<file path="config.mk">
export PLATFORM = sky130hd
export DESIGN_NAME = sd_cmd_frame_rx
export DESIGN_NICKNAME = d
export VERILOG_FILES = /design/src/rtl/sd_cmd_frame_rx.sv
export SDC_FILE = /design/constraint.sdc
export NUM_CORES = 1
export LEC_CHECK = 0
export ABC_AREA = 0
export ABC_CLOCK_PERIOD_IN_PS = 2620
export BUFFER_PORTS_ARGS = -buffer_cell sky130_fd_sc_hd__buf_2
export CORE_ASPECT_RATIO = 1.5
export CORE_UTILIZATION = 40
export CTS_CLUSTER_DIAMETER = 30
export DETAILED_ROUTE_END_ITERATION = 8
export PLACE_DENSITY = 0.57
export SYNTH_ARGS = -nofsm -noshare
export SYNTH_HDL_FRONTEND = slang
export SYNTH_SLANG_ARGS = --single-unit
</file>
<file path="constraint.sdc">
create_clock -name clk -period 2.62 [get_ports clk]
set_clock_uncertainty 0.15 [all_clocks]
set_input_delay 0.262 -clock clk [delete_from_list [all_inputs] [get_ports clk]]
set_output_delay 0.262 -clock clk [all_outputs]
set_load 0.01 [all_outputs]
</file>
<file path="src/rtl/sd_cmd_frame_rx.sv">
// rtl/sd_cmd_frame_rx.sv - SD CMD-line 48-bit frame receiver with CRC7 check
// Hunts for a start bit, shifts the frame in MSB first and checks CRC7 and end bit.
module sd_cmd_frame_rx #(
  parameter int NCR_MAX = 64
) (
  input  logic        clk,
  input  logic        clear,
  input  logic        enable,
  input  logic        bitval,
  input  logic        arm,
  output logic        busy,
  output logic        done,
  output logic        timeout,
  output logic        dirbit,
  output logic [5:0]  cmdidx,
  output logic [31:0] arg,
  output logic [6:0]  crcrx,
  output logic        crcok,
  output logic        endok
);

  typedef enum logic [1:0] {IDLE, HUNT, SHIFT} state_t;

  localparam logic [7:0] WAIT_LAST = 8'(NCR_MAX - 1);

  state_t      state;
  logic [7:0]  wait_cnt;
  logic [5:0]  bit_cnt;
  logic [6:0]  crc;
  logic [45:0] sreg;
  logic [46:0] frame_nxt;

  // Frame bits 1..47 once the current sample is appended; [46] is bit 1, [0] is the end bit.
  assign frame_nxt = {sreg, bitval};

  function automatic logic [6:0] crc7_step(input logic [6:0] c, input logic b);
    logic inv;
    inv = b ^ c[6];
    return {c[5], c[4], c[3], c[2] ^ inv, c[1], c[0], inv};
  endfunction

  always_ff @(posedge clk) begin
    if (clear) begin
      state    <= IDLE;
      wait_cnt <= '0;
      bit_cnt  <= '0;
      crc      <= '0;
      sreg     <= '0;
      busy     <= 1'b0;
      done     <= 1'b0;
      timeout  <= 1'b0;
      dirbit   <= 1'b0;
      cmdidx   <= '0;
      arg      <= '0;
      crcrx    <= '0;
      crcok    <= 1'b0;
      endok    <= 1'b0;
    end else begin
      done    <= 1'b0;
      timeout <= 1'b0;
      case (state)
        IDLE: begin
          if (arm) begin
            state    <= HUNT;
            busy     <= 1'b1;
            wait_cnt <= '0;
            bit_cnt  <= '0;
            crc      <= '0;
          end
        end
        HUNT: begin
          if (enable) begin
            if (bitval) begin
              if (wait_cnt == WAIT_LAST) begin
                timeout <= 1'b1;
                busy    <= 1'b0;
                state   <= IDLE;
              end else begin
                wait_cnt <= wait_cnt + 8'd1;
              end
            end else begin
              // Start bit: it is frame bit 0, always 0, and it seeds the CRC.
              crc     <= crc7_step(crc, 1'b0);
              bit_cnt <= 6'd1;
              state   <= SHIFT;
            end
          end
        end
        SHIFT: begin
          if (enable) begin
            if (bit_cnt == 6'd47) begin
              dirbit <= frame_nxt[46];
              cmdidx <= frame_nxt[45:40];
              arg    <= frame_nxt[39:8];
              crcrx  <= frame_nxt[7:1];
              crcok  <= (crc == frame_nxt[7:1]);
              endok  <= bitval;
              done   <= 1'b1;
              busy   <= 1'b0;
              state  <= IDLE;
            end else begin
              sreg    <= frame_nxt[45:0];
              bit_cnt <= bit_cnt + 6'd1;
              if (bit_cnt < 6'd40) begin
                crc <= crc7_step(crc, bitval);
              end
            end
          end
        end
        default: state <= IDLE;
      endcase
    end
  end

endmodule

</file>
==> results of run 1 <==
==> logic make-up (layout without fill, tap and decap cells) <==
family / Yosys count / count (layout) / share of synthesized area [%]
compound gates: 151 / 151 / 17.2
fa+ha+maj: 6 / 6 / 1.54
flops: 120 / 120 / 49.4
xor+xnor: 9 / 9 / 1.62
simple gates: 275 / 275 / 24.6
buf+inv: 53 / 107 / 4.97
mux: 3 / 3 / 0.643
==> layer usage <==
layer,share of wire (%),up-vias
met5,0,-
met4,1.8,0
met3,2.6,12
met2,51,67
met1,45,1927
li1,-,2153
==> layout by cell type, fill, tap and decap left out, types with 7 or more instances in the layout <==
| master | count |
|---|---|
| nand2_1 | 203 |
| inv_1 | 12 |
| nand3_1 | 7 |
| nor3_1 | 7 |
| buf_2 | 54 |
| nor2b_1 | 8 |
| nand2b_1 | 11 |
| dfxtp_1 | 120 |
| a21oi_1 | 103 |
| o21ai_0 | 19 |
| nor2_1 | 13 |
| clkbuf_16 | 17 |
| xor2_1 | 8 |
==> worst paths after layout <==
check,startpoint,endpoint
worst min register to register,arg[21]$_SDFFE_PP0P_,arg[21]$_SDFFE_PP0P_
worst min-delay path,enable,timeout$_SDFF_PP0_
worst max register to register,state[1]$_SDFFE_PP0P_,bit_cnt[1]$_SDFFE_PP0P_
worst max-delay path,state[1]$_SDFFE_PP0P_,bit_cnt[1]$_SDFFE_PP0P_
==> critical path, stage by stage (launching register included) <==
cell and delay, ns:
dfxtp_1 0.38, inv_1 0.08, ha_1 0.38, o21bai_1 0.27, nand4_1 0.27, or4b_1 0.58
a21oi_1 0.15
==> power groups by stage <==
stage	clock (W)	sequential, W	combinational (W)
after floorplan	0	0.00191	0.000388
final	0.00225	0.00187	0.000516
after CTS	0.00229	0.00187	0.000517
after global routing	0.00239	0.00188	0.000573
after global placement	0	0.00191	0.000508
after detailed placement	0	0.00191	0.000515
==> state kept, by name (all words and copies together) (netlist names), 2 cells and up <==
register,cells
cmdidx,6
crc,7
state,2
sreg,46
bit_cnt,6
wait_cnt,8
arg,32
crcrx,7
==> layout make-up <==
cell class	count	share of cell area, %
tap	153	3.29
multi-input combinational	444	38.3
sequential	120	41.2
timing repair buffer	63	6.44
inverter	12	0.773
clock buffer	18	7.37
clock inverter	14	2.58
==> per-stage QoR <==
step                      utilization [%]  total power, W  cells
after floorplan                         -         0.00230    617
after global placement               44.1         0.00242    792
after detailed placement             44.1         0.00243    792
after CTS                            49.0         0.00468    824
after global routing                 49.0         0.00484    824
final                                49.0         0.00464    824
==> impl_metrics.json, run 1 <==
{
  "status": "completed",
  "drive_above_1_share_pct": 15.4,
  "ctsResizeCount": 0,
  "ff2ff_path_depth": 6,
  "avgViaCountPerCell": 5.05,
  "finalWirelength_um": 10300,
  "htreeDepth": 4,
  "p_switching_w": 0.00122,
  "nets": 669,
  "antenna_cells": 0,
  "worst_setup_path_end_kind": "register",
  "synthCells": 617,
  "path_class": "register to register",
  "rows": 49,
  "timing.final.crit_share_pct": 89.3,
  "clk_pin_slew_ns": 0.06,
  "ys_types": 50,
  "use_met3_pct": 5.00,
  "drt_first_pass_iters": 4,
  "whs_ns": 0.0124,
  "ys_top_cells_by_area": "dfxtp_1, nand2_1, a21oi_1",
  "finalCriticalPeriod_ns": 2.34,
  "max_freq_ghz": 0.427,
  "globalRouteMet1Util_pct": 19.3,
  "cts_tree": "yes",
  "antenna_found_initial": 0,
  "multi_input_area_sq_um": 2230,
  "maxSlewHeadroom_pct": 61.9,
  "dieHeight_um": 137,
  "num_vias": 4159,
  "setup_violations": 0,
  "synth.most_common_cell": "nand2_1",
  "synth_top_area_share_pct": 49.4,
  "ys_ff_latch": 120,
  "synth_seq_area_share_pct": 49.4,
  "power.share.clock_pct": 48.5,
  "final_cell_area_sq_um": 5830,
  "start_util_pct": 40.9,
  "cts-root-buf": "clkbuf_16",
  "fin_tns_setup_ns": 0,
  "p_seq_share_pct": 40.4,
  "grt_max_degree": 52,
  "cp.arrival_ns": 2.52,
  "clock_sinks": 120,
  "rsz0062_at_grt": "no",
  "rrSetupSlack_ns": 0.28,
  "ir_worst_vdd_v": 0.000457,
  "drc": 0,
  "synthArstFlopShare_pct": 0,
  "area_delta_synth_final_pct": 19.8,
  "overflow": 0,
  "core_sq_um": 11900,
  "grt_first_pass_wirelength_um": 17200,
  "numCtsBuffers": 17,
  "postPlaceCellArea_sq_um": 5250,
  "syn_area_sq_um": 4860,
  "p_leak_nw": 2.17,
  "wire_per_inst_um": 12.5,
  "dp_hpwl_um": 6660,
  "ys.flop_type": "dfxtp_1",
  "top_usage_layer": "met2",
  "min_path_type": "primary input to register",
  "synth_top_area_cell": "dfxtp_1",
  "place.gp.congestion": 0.797,
  "cap_violations": 0,
  "hold_violations": 0,
  "yosys-top-cells-count": "nand2_1, dfxtp_1, a21oi_1, clkbuf_1, o21ai_0",
  "drt_iter0_drc": 229,
  "syn_nets": 628,
  "grt_pass1_vias": 3783,
  "postCtsHoldBufs": 0,
  "internal_power_w": 0.00342,
  "die_w_um": 92.0,
  "fin_ws_ns": 0.280,
  "io_buffers": 55,
  "insertion_delay_ns": 0.41,
  "grt_usage_pct": 17.1,
  "tightest_slew_ns": 0.572,
  "pin_count": 56,
  "ys_warn_count": 0,
  "die-area_sq_um": 12600,
  "critPathRequiredTime_ns": 2.80,
  "start_kind": "register",
  "syn_avg_cell_area_sq_um": 7.88,
  "clk_path_buf_depth": 2,
  "ff_latch_area_sq_um": 2400,
  "fill_cells": 1209,
  "swShare_pct": 26.3,
  "report.final.slew_viol_count": 0,
  "power.density_nw_per_um2": 796,
  "use_met2_pct": 29.6,
  "ant_nets": 0,
  "postCtsSetupBuffers": 0,
  "path_max_fanout": 17,
  "pre_cts_slack_ns": 0.293,
  "whs_path_depth": 2,
  "p_comb_share_pct": 11.1,
  "synth_edf_count": 0
}
Power figures use the tool's default switching activity.
==> inputs of run 2 (changes only) <==
- CELL_PAD_IN_SITES_DETAIL_PLACEMENT: default -> 0
- CELL_PAD_IN_SITES_GLOBAL_PLACEMENT: default -> 1
- PLACE_DENSITY: 0.57 -> 0.73
- SLEW_MARGIN: default -> 15
==> run 2 against run 1 <==
Count of clock-buffer cells in the layout up 4. Non-clock buffer count down 1. Setup slack better by 0.045 ns. Final area down 1.4%. Register-to-register slack better by 0.05 ns. Final cell count down 0.24%. Via count up 1.5%. Power down 3.2%. Critical path depth up 1. First-iteration DRC count down 17%. Routed wire length up 3.7%.
==> impl_metrics.json, run 2 (same netlist as run 1, synthesis figures left out) <==
{
  "cts-root-buf": "clkbuf_16",
  "status": "completed",
  "tightest_slew_ns": 1.02,
  "clk_path_buf_depth": 2,
  "report.final.slew_viol_count": 0,
  "antenna_found_initial": 0,
  "ir_worst_vdd_v": 0.000477,
  "grt_first_pass_wirelength_um": 17900,
  "cp.arrival_ns": 2.38,
  "setup_violations": 0,
  "grt_pass1_vias": 3818,
  "postCtsSetupBuffers": 0,
  "drt_first_pass_iters": 4,
  "drive_above_1_share_pct": 14.6,
  "die-area_sq_um": 12600,
  "wire_per_inst_um": 13.0,
  "r2r_end": "arg[27]$_SDFFE_PP0P_",
  "whs_ns": 0.0518,
  "grt_max_degree": 102,
  "area_delta_synth_final_pct": 18.2,
  "ctsResizeCount": 0,
  "largest_reg_flops": 46,
  "critical_path.startpoint": "state[0]$_SDFFE_PP0P_",
  "endpoint": "arg[27]$_SDFFE_PP0P_",
  "cap_violations": 0,
  "start_util_pct": 40.9,
  "reg_top3": "sreg (46), arg (32), wait_cnt (8)",
  "final_common_cell": "nand2_1",
  "die_w_um": 92.0,
  "clk_pin_slew_ns": 0.05,
  "crit_cells": 7,
  "core_sq_um": 11900,
  "grt_usage_pct": 17.9,
  "dp_hpwl_um": 6770,
  "ant_nets": 0,
  "antenna_cells": 0,
  "ff2ff_path_depth": 7,
  "num_vias": 4222,
  "insertion_delay_ns": 0.40,
  "max_freq_ghz": 0.436,
  "critPathRequiredTime_ns": 2.70,
  "crit_buf_inv": 2,
  "finalCriticalPeriod_ns": 2.30,
  "min_path_type": "primary input to register",
  "p_seq_share_pct": 41.8,
  "nets": 668,
  "fin_tns_setup_ns": 0,
  "dieHeight_um": 137,
  "drt_iter0_drc": 190,
  "p_leak_nw": 2.14,
  "worstPathCellList": "inv_1 > ha_1 > nand2_1 > or3_2 > buf_4 > nand2_1 > a21oi_1",
  "htreeDepth": 4,
  "hold_violations": 0,
  "rrSetupSlack_ns": 0.32,
  "power.share.clock_pct": 46.4,
  "layout_common_cells": "nand2_1, dfxtp_1, a21oi_1",
  "avgViaCountPerCell": 5.14,
  "internal_power_w": 0.00333,
  "path_max_fanout": 49,
  "cpMostUsedCell": "nand2_1",
  "rows": 49,
  "clock_sinks": 120,
  "worst_setup_path_end_kind": "register",
  "finalPower_w": 0.00449,
  "path_class": "register to register",
  "power.density_nw_per_um2": 782,
  "numCtsBuffers": 17,
  "cp_slowest_cell": "or3_2",
  "regMostFlops": "sreg",
  "timing.final.crit_share_pct": 87.6,
  "cts_tree": "yes",
  "start_kind": "register",
  "swShare_pct": 25.9,
  "finalWirelength_um": 10700,
  "postCtsHoldBufs": 0,
  "timing.rr.start": "state[0]$_SDFFE_PP0P_",
  "pin_count": 56,
  "place.gp.congestion": 0.822,
  "overflow": 0,
  "maxSlewHeadroom_pct": 31.7,
  "p_comb_share_pct": 11.8,
  "crit_family": "simple AND/OR/NAND/NOR gates",
  "crit_path_max_incr_delay_ns": 0.44,
  "p_switching_w": 0.00116,
  "io_buffers": 55,
  "rsz0062_at_grt": "no",
  "drc": 0
}
run 2: cell count changes in the layout (fill, tap and decap cells not counted):
cell / change
buf_4: +1
clkbuf_1: +3
clkinv_2: +2
clkbuf_8: +1
clkinv_4: -4
inv_6: -2
bufinv_16: -1
buf_12: -2
run 2: layer usage:
metal  global-route usage (%)  wire length (um)
met5                        0                 0
met4                     8.33               156
met3                     4.67               386
met2                     30.5              5470
met1                     20.8              4710
run 2: stage by stage:
stage / setup slack [ns] / instances / utilization (%) / instance area (sq um)
6_report: 0.325 / 822 / 48.3 / 5750
5_1_grt: 0.171 / 822 / 48.3 / 5750
4_1_cts: 0.334 / 822 / 48.3 / 5750
3_5_place_dp: 0.338 / 791 / 43.8 / 5210
2_1_floorplan: 0.670 / 617 / - / 4860
3_3_place_gp: 0.427 / 791 / 43.8 / 5210
run 2: cell type report:
| cell class | count | area [sq um] |
|---|---|---|
| clock inverter | 9 | 77.6 |
| tap | 153 | 191 |
| clock buffer | 22 | 454 |
| timing repair buffer | 62 | 343 |
| fill | 1248 | 6150 |
| sequential | 120 | 2400 |
| inverter | 12 | 45.0 |
| multi-input combinational | 444 | 2230 |
run 2: how the worst min path moves through the flow:
| stage | startpoint | end | slack (ns) | cells after the start |
|---|---|---|---|---|
| 2_1_floorplan | sreg[45]$_SDFFE_PP0P_ | dirbit$_SDFFE_PP0P_ | 0.28 | 2 |
| 3_3_place_gp | arg[20]$_SDFFE_PP0P_ | arg[20]$_SDFFE_PP0P_ | 0.29 | 2 |
| 3_5_place_dp | arg[21]$_SDFFE_PP0P_ | arg[21]$_SDFFE_PP0P_ | 0.29 | 2 |
| 4_1_cts | enable | timeout$_SDFF_PP0_ | 0.04 | 2 |
| 5_1_grt | enable | timeout$_SDFF_PP0_ | 0.04 | 2 |
| 6_report | bitval | endok$_SDFFE_PP0P_ | 0.05 | 3 |
run 2: worst reg2reg max path, stage by stage, from the launching register on:
cell,delay [ns]
dfxtp_1,0.34
inv_1,0.09
ha_1,0.36
nand2_1,0.22
or3_2,0.44
buf_4,0.29
nand2_1,0.17
a21oi_1,0.07
run 2: power by group through the flow:
stage,registers (W),clock network [W],logic [W]
2_1_floorplan,0.00191,0,0.000388
3_3_place_gp,0.00191,0,0.000526
3_5_place_dp,0.00191,0,0.000532
4_1_cts,0.00187,0.00214,0.000534
5_1_grt,0.00188,0.00222,0.000593
6_report,0.00188,0.00208,0.000532
==> inputs of run 3 (changes only) <==
- PLACE_DENSITY: 0.73 -> 0.84
==> run 3 against run 2 <==
Global-route usage up 0.087 points. Non-clock buffer count is 1 higher. Clock power up 19%. Final area increased by 1.7%. Sequential share of layout area fell by 0.71 points. Count of clock-buffer cells in the layout is 3 lower. Setup slack lost 0.055 ns. Critical endpoint is now wait_cnt[4]$_SDFFE_PP0P_.
==> impl_metrics.json, run 3 (same netlist as run 1, synthesis figures left out) <==
{
  "worst_setup_path_end_kind": "register",
  "io_buffers": 55,
  "final_common_cell": "nand2_1",
  "cap_violations": 0,
  "path_class": "register to register",
  "pre_cts_slack_ns": 0.288,
  "dp.cells": 792,
  "die_w_um": 92.0,
  "grt_pass1_vias": 3939,
  "area_delta_synth_final_pct": 20.2,
  "insertion_delay_ns": 0.41,
  "grt_usage_pct": 18.0,
  "ff2ff_path_depth": 6,
  "reg_top3": "sreg (46), arg (32), wait_cnt (8)",
  "critPathRequiredTime_ns": 2.74,
  "drive_above_1_share_pct": 15.2,
  "setup_violations": 0,
  "cp.arrival_ns": 2.47,
  "r2r_end": "wait_cnt[4]$_SDFFE_PP0P_",
  "dp_hpwl_um": 6800,
  "fin_tns_setup_ns": 0,
  "clk_pin_slew_ns": 0.05,
  "drt_iter0_drc": 166,
  "report.final.slew_viol_count": 0,
  "p_seq_share_pct": 38.5,
  "final_util_pct": 49.1,
  "finalWirelength_um": 10700,
  "clock_sinks": 120,
  "internal_power_w": 0.00364,
  "finalCriticalPeriod_ns": 2.35,
  "swShare_pct": 25.3,
  "worstHoldStart": "enable",
  "postCtsSetupBuffers": 0,
  "wire_per_inst_um": 13.0,
  "p_comb_share_pct": 10.7,
  "dieHeight_um": 137,
  "clk_path_buf_depth": 2,
  "p_switching_w": 0.00123,
  "status": "completed",
  "grt_max_degree": 70,
  "start_util_pct": 40.9,
  "avgViaCountPerCell": 5.10,
  "ir_worst_vdd_v": 0.000432,
  "htreeDepth": 4,
  "place.gp.congestion": 0.785,
  "core_sq_um": 11900,
  "whs_endpoint": "timeout$_SDFF_PP0_",
  "instances_no_fill": 824,
  "largest_reg_flops": 46,
  "power.density_nw_per_um2": 833,
  "regMostFlops": "sreg",
  "min_path_type": "primary input to register",
  "timing.rr.start": "state[1]$_SDFFE_PP0P_",
  "num_vias": 4206,
  "maxSlewHeadroom_pct": 54.3,
  "path_max_fanout": 17,
  "fin_ws_ns": 0.270,
  "pin_count": 56,
  "whs_path_depth": 2,
  "grt_first_pass_wirelength_um": 18100,
  "tightest_slew_ns": 0.686,
  "numCtsBuffers": 17,
  "postCtsHoldBufs": 0,
  "drc": 0,
  "finalPower_w": 0.00487,
  "die-area_sq_um": 12600,
  "ant_nets": 0,
  "overflow": 0,
  "power.share.clock_pct": 50.8,
  "timing.final.crit_share_pct": 89.7,
  "nets": 669,
  "cts_tree": "yes",
  "cts-root-buf": "clkbuf_16",
  "drt_first_pass_iters": 4,
  "max_freq_ghz": 0.426,
  "hold_violations": 0,
  "rsz0062_at_grt": "no",
  "start_kind": "register",
  "layout_common_cells": "nand2_1, dfxtp_1, a21oi_1",
  "ctsResizeCount": 0,
  "antenna_found_initial": 0,
  "rrSetupSlack_ns": 0.27,
  "p_leak_nw": 2.18,
  "antenna_cells": 0,
  "rows": 49
}
run 3: cell count changes in the layout (fill, tap and decap cells not counted), sizes merged:
| cell | previous run | this run |
|---|---|---|
| clkbuf | 22 | 19 |
| buf | 62 | 63 |
| clkinv | 5 | 2 |
| bufinv | 1 | 4 |
| inv | 12 | 15 |
| clkinvlp | 3 | 4 |
run 3: layout make-up:
cell class	count	area, sq um
tap	153	191
fill	1186	6050
inverter	12	45.0
timing repair buffer	63	338
clock buffer	19	443
clock inverter	13	194
sequential	120	2400
multi-input combinational	444	2230
run 3: worst max path at each step:
stage | startpoint | endpoint | slack, ns | cells past startpoint
after floorplan | state[0]$_SDFFE_PP0P_ | bit_cnt[1]$_SDFFE_PP0P_ | 0.67 | 7
after global routing | state[1]$_SDFFE_PP0P_ | wait_cnt[2]$_SDFFE_PP0P_ | 0.05 | 6
after CTS | state[1]$_SDFFE_PP0P_ | wait_cnt[4]$_SDFFE_PP0P_ | 0.28 | 6
after global placement | state[1]$_SDFFE_PP0P_ | wait_cnt[4]$_SDFFE_PP0P_ | 0.36 | 6
final | state[1]$_SDFFE_PP0P_ | wait_cnt[4]$_SDFFE_PP0P_ | 0.27 | 6
after detailed placement | state[1]$_SDFFE_PP0P_ | wait_cnt[4]$_SDFFE_PP0P_ | 0.29 | 6
run 3: worst max-delay path, cell delays in order (launching register included):
cell and delay, ns:
dfxtp_1 0.37, inv_1 0.08, ha_1 0.38, a21boi_0 0.26, or2_2 0.34, a2111oi_0 0.48
o21ai_0 0.16
run 3: routing by layer:
layer  part of all wire (%)  global-route usage [%]
met5                      0                       0
met4                    1.8                    7.47
met2                     51                    31.8
met3                    3.9                    5.22
met1                     43                    20.0
run 3: through the flow:
stage / hold slack [ns] / instance area (sq um)
floorplan: 0.282 / 4860
global placement: 0.289 / 5210
detailed placement: 0.293 / 5210
CTS: 0.0348 / 5840
global route: 0.0475 / 5840
finish: 0.0396 / 5840
run 3: power by group through the flow:
| stage | clock [W] | combinational [W] | sequential, W |
|---|---|---|---|
| floorplan | 0 | 0.000388 | 0.00191 |
| global placement | 0 | 0.000499 | 0.00191 |
| detailed placement | 0 | 0.000514 | 0.00191 |
| CTS | 0.00252 | 0.000519 | 0.00188 |
| global route | 0.00261 | 0.000577 | 0.00188 |
| finish | 0.00247 | 0.000519 | 0.00188 |
